[src/rtl/bsg_cgol_output_serializer.sv]
// Board-snapshot serializer for the CGoL pipeline.
// Takes the whole board from the controller in one cycle and acknowledges it
// with yumi_o. The board is then sent out as data_width_p-bit words on a
// ready/valid channel, lowest word first.
// Optional trailer word with the board population count is enabled by the
// macro BSG_CGOL_SERIALIZER_POPCOUNT_EN.
module bsg_cgol_output_serializer #(
    parameter int board_width_p = 32,
    parameter int data_width_p  = 16
) (
    input  logic                                     clk_i,
    input  logic                                     reset_n_i,
    input  logic [board_width_p*board_width_p-1:0]   board_i,
    input  logic                                     v_i,
    output logic                                     yumi_o,
    output logic [data_width_p-1:0]                  data_o,
    output logic                                     v_o,
    input  logic                                     ready_i
);

    localparam int cells_lp     = board_width_p * board_width_p;
    localparam int words_lp     = cells_lp / data_width_p;
    localparam int cnt_width_lp = ((words_lp + 1) == 1) ? 1 : $clog2(words_lp + 1);
    localparam logic [cnt_width_lp-1:0] last_cnt_lp = cnt_width_lp'(words_lp - 1);

    // The board has to split into a whole number of output words.
    if ((cells_lp % data_width_p) != 0) begin : g_width_check
        $error("data_width_p must evenly divide board_width_p*board_width_p");
    end

`ifdef BSG_CGOL_SERIALIZER_POPCOUNT_EN
    typedef enum logic [1:0] {IDLE, SEND, TRAILER} state_e;

    localparam int pc_width_lp = $clog2(cells_lp + 1);

    function automatic logic [pc_width_lp-1:0] popcount(input logic [cells_lp-1:0] b);
        logic [pc_width_lp-1:0] sum;
        sum = '0;
        for (int unsigned i = 0; i < cells_lp; i++) begin
            sum = sum + pc_width_lp'(b[i]);
        end
        return sum;
    endfunction

    logic [data_width_p-1:0] pc_r;
`else
    typedef enum logic [1:0] {IDLE, SEND} state_e;
`endif

    state_e                  state_r;
    logic [cnt_width_lp-1:0] count_r;
    logic [cells_lp-1:0]     board_r;

    // Capture/handshake FSM; the board register shifts right so the current
    // word always sits in its low data_width_p bits.
    always_ff @(posedge clk_i or negedge reset_n_i) begin
        if (!reset_n_i) begin
            state_r <= IDLE;
            count_r <= '0;
            board_r <= '0;
`ifdef BSG_CGOL_SERIALIZER_POPCOUNT_EN
            pc_r    <= '0;
`endif
        end else begin
            case (state_r)
                IDLE: begin
                    if (v_i) begin
                        board_r <= board_i;
                        count_r <= '0;
                        state_r <= SEND;
`ifdef BSG_CGOL_SERIALIZER_POPCOUNT_EN
                        pc_r    <= data_width_p'(popcount(board_i));
`endif
                    end
                end
                SEND: begin
                    if (ready_i) begin
                        if (count_r == last_cnt_lp) begin
`ifdef BSG_CGOL_SERIALIZER_POPCOUNT_EN
                            state_r <= TRAILER;
`else
                            state_r <= IDLE;
`endif
                        end else begin
                            count_r <= count_r + cnt_width_lp'(1);
                            board_r <= board_r >> data_width_p;
                        end
                    end
                end
`ifdef BSG_CGOL_SERIALIZER_POPCOUNT_EN
                TRAILER: begin
                    if (ready_i) begin
                        state_r <= IDLE;
                    end
                end
`endif
                default: state_r <= IDLE;
            endcase
        end
    end

    // Outputs decode from state only; v_i reaches yumi_o, ready_i reaches nothing.
    always_comb begin
        yumi_o = 1'b0;
        v_o    = 1'b0;
        data_o = '0;
        case (state_r)
            IDLE: begin
                yumi_o = v_i & reset_n_i;
            end
            SEND: begin
                v_o    = 1'b1;
                data_o = board_r[data_width_p-1:0];
            end
`ifdef BSG_CGOL_SERIALIZER_POPCOUNT_EN
            TRAILER: begin
                v_o    = 1'b1;
                data_o = pc_r;
            end
`endif
            default: begin
                v_o    = 1'b0;
            end
        endcase
    end

endmodule

[config.mk]
export PLATFORM = sky130hd
export DESIGN_NAME = bsg_cgol_output_serializer
export DESIGN_NICKNAME = d
export VERILOG_FILES = /design/src/rtl/bsg_cgol_output_serializer.sv
export SDC_FILE = /design/constraint.sdc
export NUM_CORES = 2
export LEC_CHECK = 0
export ABC_AREA = 1
export ABC_CLOCK_PERIOD_IN_PS = 4950
export CAP_MARGIN = 30
export CORE_AREA = 2 2 411 413
export DETAILED_ROUTE_END_ITERATION = 8
export DIE_AREA = 0 0 413 415
export GPL_TIMING_DRIVEN = 1
export PLACE_DENSITY = 0.58
export RECOVER_POWER = 50
export REMOVE_ABC_BUFFERS = 1
export SLEW_MARGIN = 0
export SYNTH_ARGS = -nofsm -noshare
export SYNTH_HDL_FRONTEND = slang
export SYNTH_SLANG_ARGS = --single-unit
[constraint.sdc]
create_clock -name clk_i -period 4.95 [get_ports clk_i]
set_clock_uncertainty 0.1 [all_clocks]
set_input_delay 0.495 -clock clk_i [delete_from_list [all_inputs] [get_ports clk_i]]
set_output_delay 0.495 -clock clk_i [all_outputs]
set_load 0.02 [all_outputs]
==> results.yml <==
outcome:
  status: "finished with violations"
  failed_checks: "capacitance limit, slew limit"
sta:
  setup_tns_ns: 0
  fmax_mhz: 267
  holdWs_ns: 0.143
  post-route-period-util_pct: 75.6
  drv_slew: 216
  tightest_slew_ns: 2.81
  rsz0062_at_grt: "false"
  timing.final.ws_setup_ns: 1.21
  finalHoldViolations: 0
  finalSetupViolations: 0
  fin_crit_ns: 3.74
  slew_headroom_pct: -87.6
power:
  p_int_mw: 16.7
  pwr-share-clk_pct: 40.3
  sw_frac_of_total_pct: 27.4
  powerDensity_nw_per_um2: 342
  seqPwrFrac_pct: 44.0
  combPwrFrac_pct: 15.7
  switchingPower_mw: 6.31
  p_leak_nw: 37.3
  vdd_drop_max_mv: 0.307
clock_network:
  cts_tree: "done"
  cts-root-buf: "clkbuf_16"
  cts.sinks: 1032
  clkLatencyLatePin_ns: 0.72
  cts_buffers: 120
  ctsResizeCount: 0
  htreeDepth: 3
  clkTransAtPathRegs_ns: 0.06
  cts_buffer_depth: 3
synth:
  synth.distinct_cells: 22
  postSynthCellCount: 7672
  ys_warn_count: 0
  synthesis.area_um2: 51600
  ys_ff_latch: 1032
  avgSynthCellArea_um2: 6.73
  synth.yosys.seq_area_share_pct: 50.0
cells_and_area:
  layout_commonest_cell: "nand2_1"
  drive_above_1_share_pct: 3.20
  syn2layout_area_growth_pct: 30.3
  layout_common_cells: "nand2_1 (6120), clkdlybuf4s50_1 (1044), dfrtp_1 (1031), clkbuf_16 (120), buf_4 (48)"
  final_nets: 9487
  fin_util_pct: 40.4
worst_setup_path:
  criticalPathCategory: "input pin to async pin"
  worstPathArrival_ns: 4.40
  worst_path_max_delay_cell: "clkbuf_2"
  endpoint_kind: "async pin"
  critPathMaxFanout: 99
  cp_cell_sequence: "dlygate4sd3_1, buf_8, clkbuf_2, buf_4"
  ff2ff_setup_slack_ns: 1.29
  worstPathRequired_ns: 5.61
  critPathMaxStageDelay_ns: 1.97
  start_kind: "input pin"
floorplan:
  core_um2: 167000
  pin_count: 1046
  dieArea_um2: 171000
  dieHeight_um: 415
  initial_core_util_pct: 31.0
  std_cell_rows: 150
  die_w_um: 413
detailed_routing:
  dr.first_iter.drc_count: 4037
  via_count: 48600
  drc: 0
  antenna_left: 0
  wire_per_inst_um: 16.2
  totalWireLength_mm: 175
  firstDrtPassIters: 5
  viasPerCell: 4.51
run:
  maxCapViolations: 3
placement:
  portBuffers: 1045
  dpl_worst_slack_ns: 1.69
  dp_hpwl_mm: 119
  gp_congestion: 0.861
global_routing:
  grt_pass1_vias: 47300
  grt_antenna_before_repair: 29
  grt_max_degree: 182
  grt_pass1_wl_mm: 272
  track_usage_pct: 19.9
  grt_overflow: 0
hold_path:
  min-delay-path-class: "input pin to async pin"
-- cells by family after synthesis --
kind of cell / Yosys count / synth area share [%]
AND/OR/NAND/NOR: 6131 / 44.6
flip-flops: 1032 / 50.0
buffers and inverters: 480 / 5.06
AO/OA/AOI/OAI: 26 / 0.267
XOR/XNOR: 2 / 0.0339
adder cells (fa/ha/maj): 1 / 0.0242
-- path summary, 6_finish.rpt --
| kind | to | depth (start not counted) | from |
|---|---|---|---|
| max in group clk_i | board_r[1008] | 8 | state_r[0] |
| min | board_r[109] | 2 | reset_n_i |
| min reg2reg | board_r[671] | 2 | board_r[671] |
| max | board_r[589] | 4 | reset_n_i |
| max reg2reg | board_r[1008] | 8 | state_r[0] |
| min in group clk_i | board_r[1021] | 3 | board_i[1021] |
-- cell usage after synthesis, drive strengths merged --
library cell,count,area [um2]
a21oi,2,13.8
a31oi,1,6.26
buf,292,1910
clkbuf,164,616
dfrtp,1032,25800
ha,1,12.5
inv,24,90.1
nand2,6120,23000
nand3,3,15.0
nor2,8,40.0
o21ai,22,110
o21bai,1,7.51
xnor2,1,8.76
xor2,1,8.76
-- layout make-up --
class	instances	area, um2
fill	17600	99400
sequential	1032	25800
multi-input combinational	6160	23200
timing repair buffer	1120	11300
clock buffer	173	3470
tap	2204	2760
clock inverter	52	637
inverter	24	97.6
antenna	21	52.6
-- timing repair --
| item | 4_1_cts | 5_1_grt |
|---|---|---|
| buffers inserted | 0 | 0 |
| hold endpoints to repair | 150 | 0 |
| hold buffers | 1 | 0 |
-- flip-flops by register name (all words and copies together), names as in the netlist --
name,flops
board_r,1024
count_r,7
state_r,1
-- power by group through the flow --
stage | clock, mW | sequential, mW | combinational, mW
2_1_floorplan | 0 | 10.1 | 2.57
6_report | 9.27 | 10.1 | 3.62
3_5_place_dp | 0 | 10.2 | 3.66
3_3_place_gp | 0 | 10.2 | 3.61
5_1_grt | 9.83 | 10.2 | 4.15
4_1_cts | 9.49 | 10.1 | 3.68
-- per-stage QoR --
step | instance area (um2) | total power, mW | instances
3_5_place_dp | 63200 | 13.9 | 10500
6_report | 67300 | 23.0 | 10800
3_3_place_gp | 63200 | 13.8 | 10500
2_1_floorplan | 49100 | 12.7 | 7216
5_1_grt | 67300 | 24.2 | 10800
4_1_cts | 67300 | 23.3 | 10800
-- per-layer routing --
| layer | wire length (um) | share of wire (%) | up-vias | global-route usage (%) |
|---|---|---|---|---|
| li1 | - | - | 24400 | - |
| met1 | 78100 | 45 | 22700 | 27.1 |
| met2 | 82200 | 47 | 1327 | 32.4 |
| met3 | 10700 | 6.1 | 222 | 3.60 |
| met4 | 4010 | 2.3 | 24 | 5.53 |
| met5 | 158 | 0.090 | - | 0 |
-- critical path: cells and delay by family --
kind                   cells  cell delay (ns)
buffers and inverters      4             3.70
(Power assumes the default switching activity.)
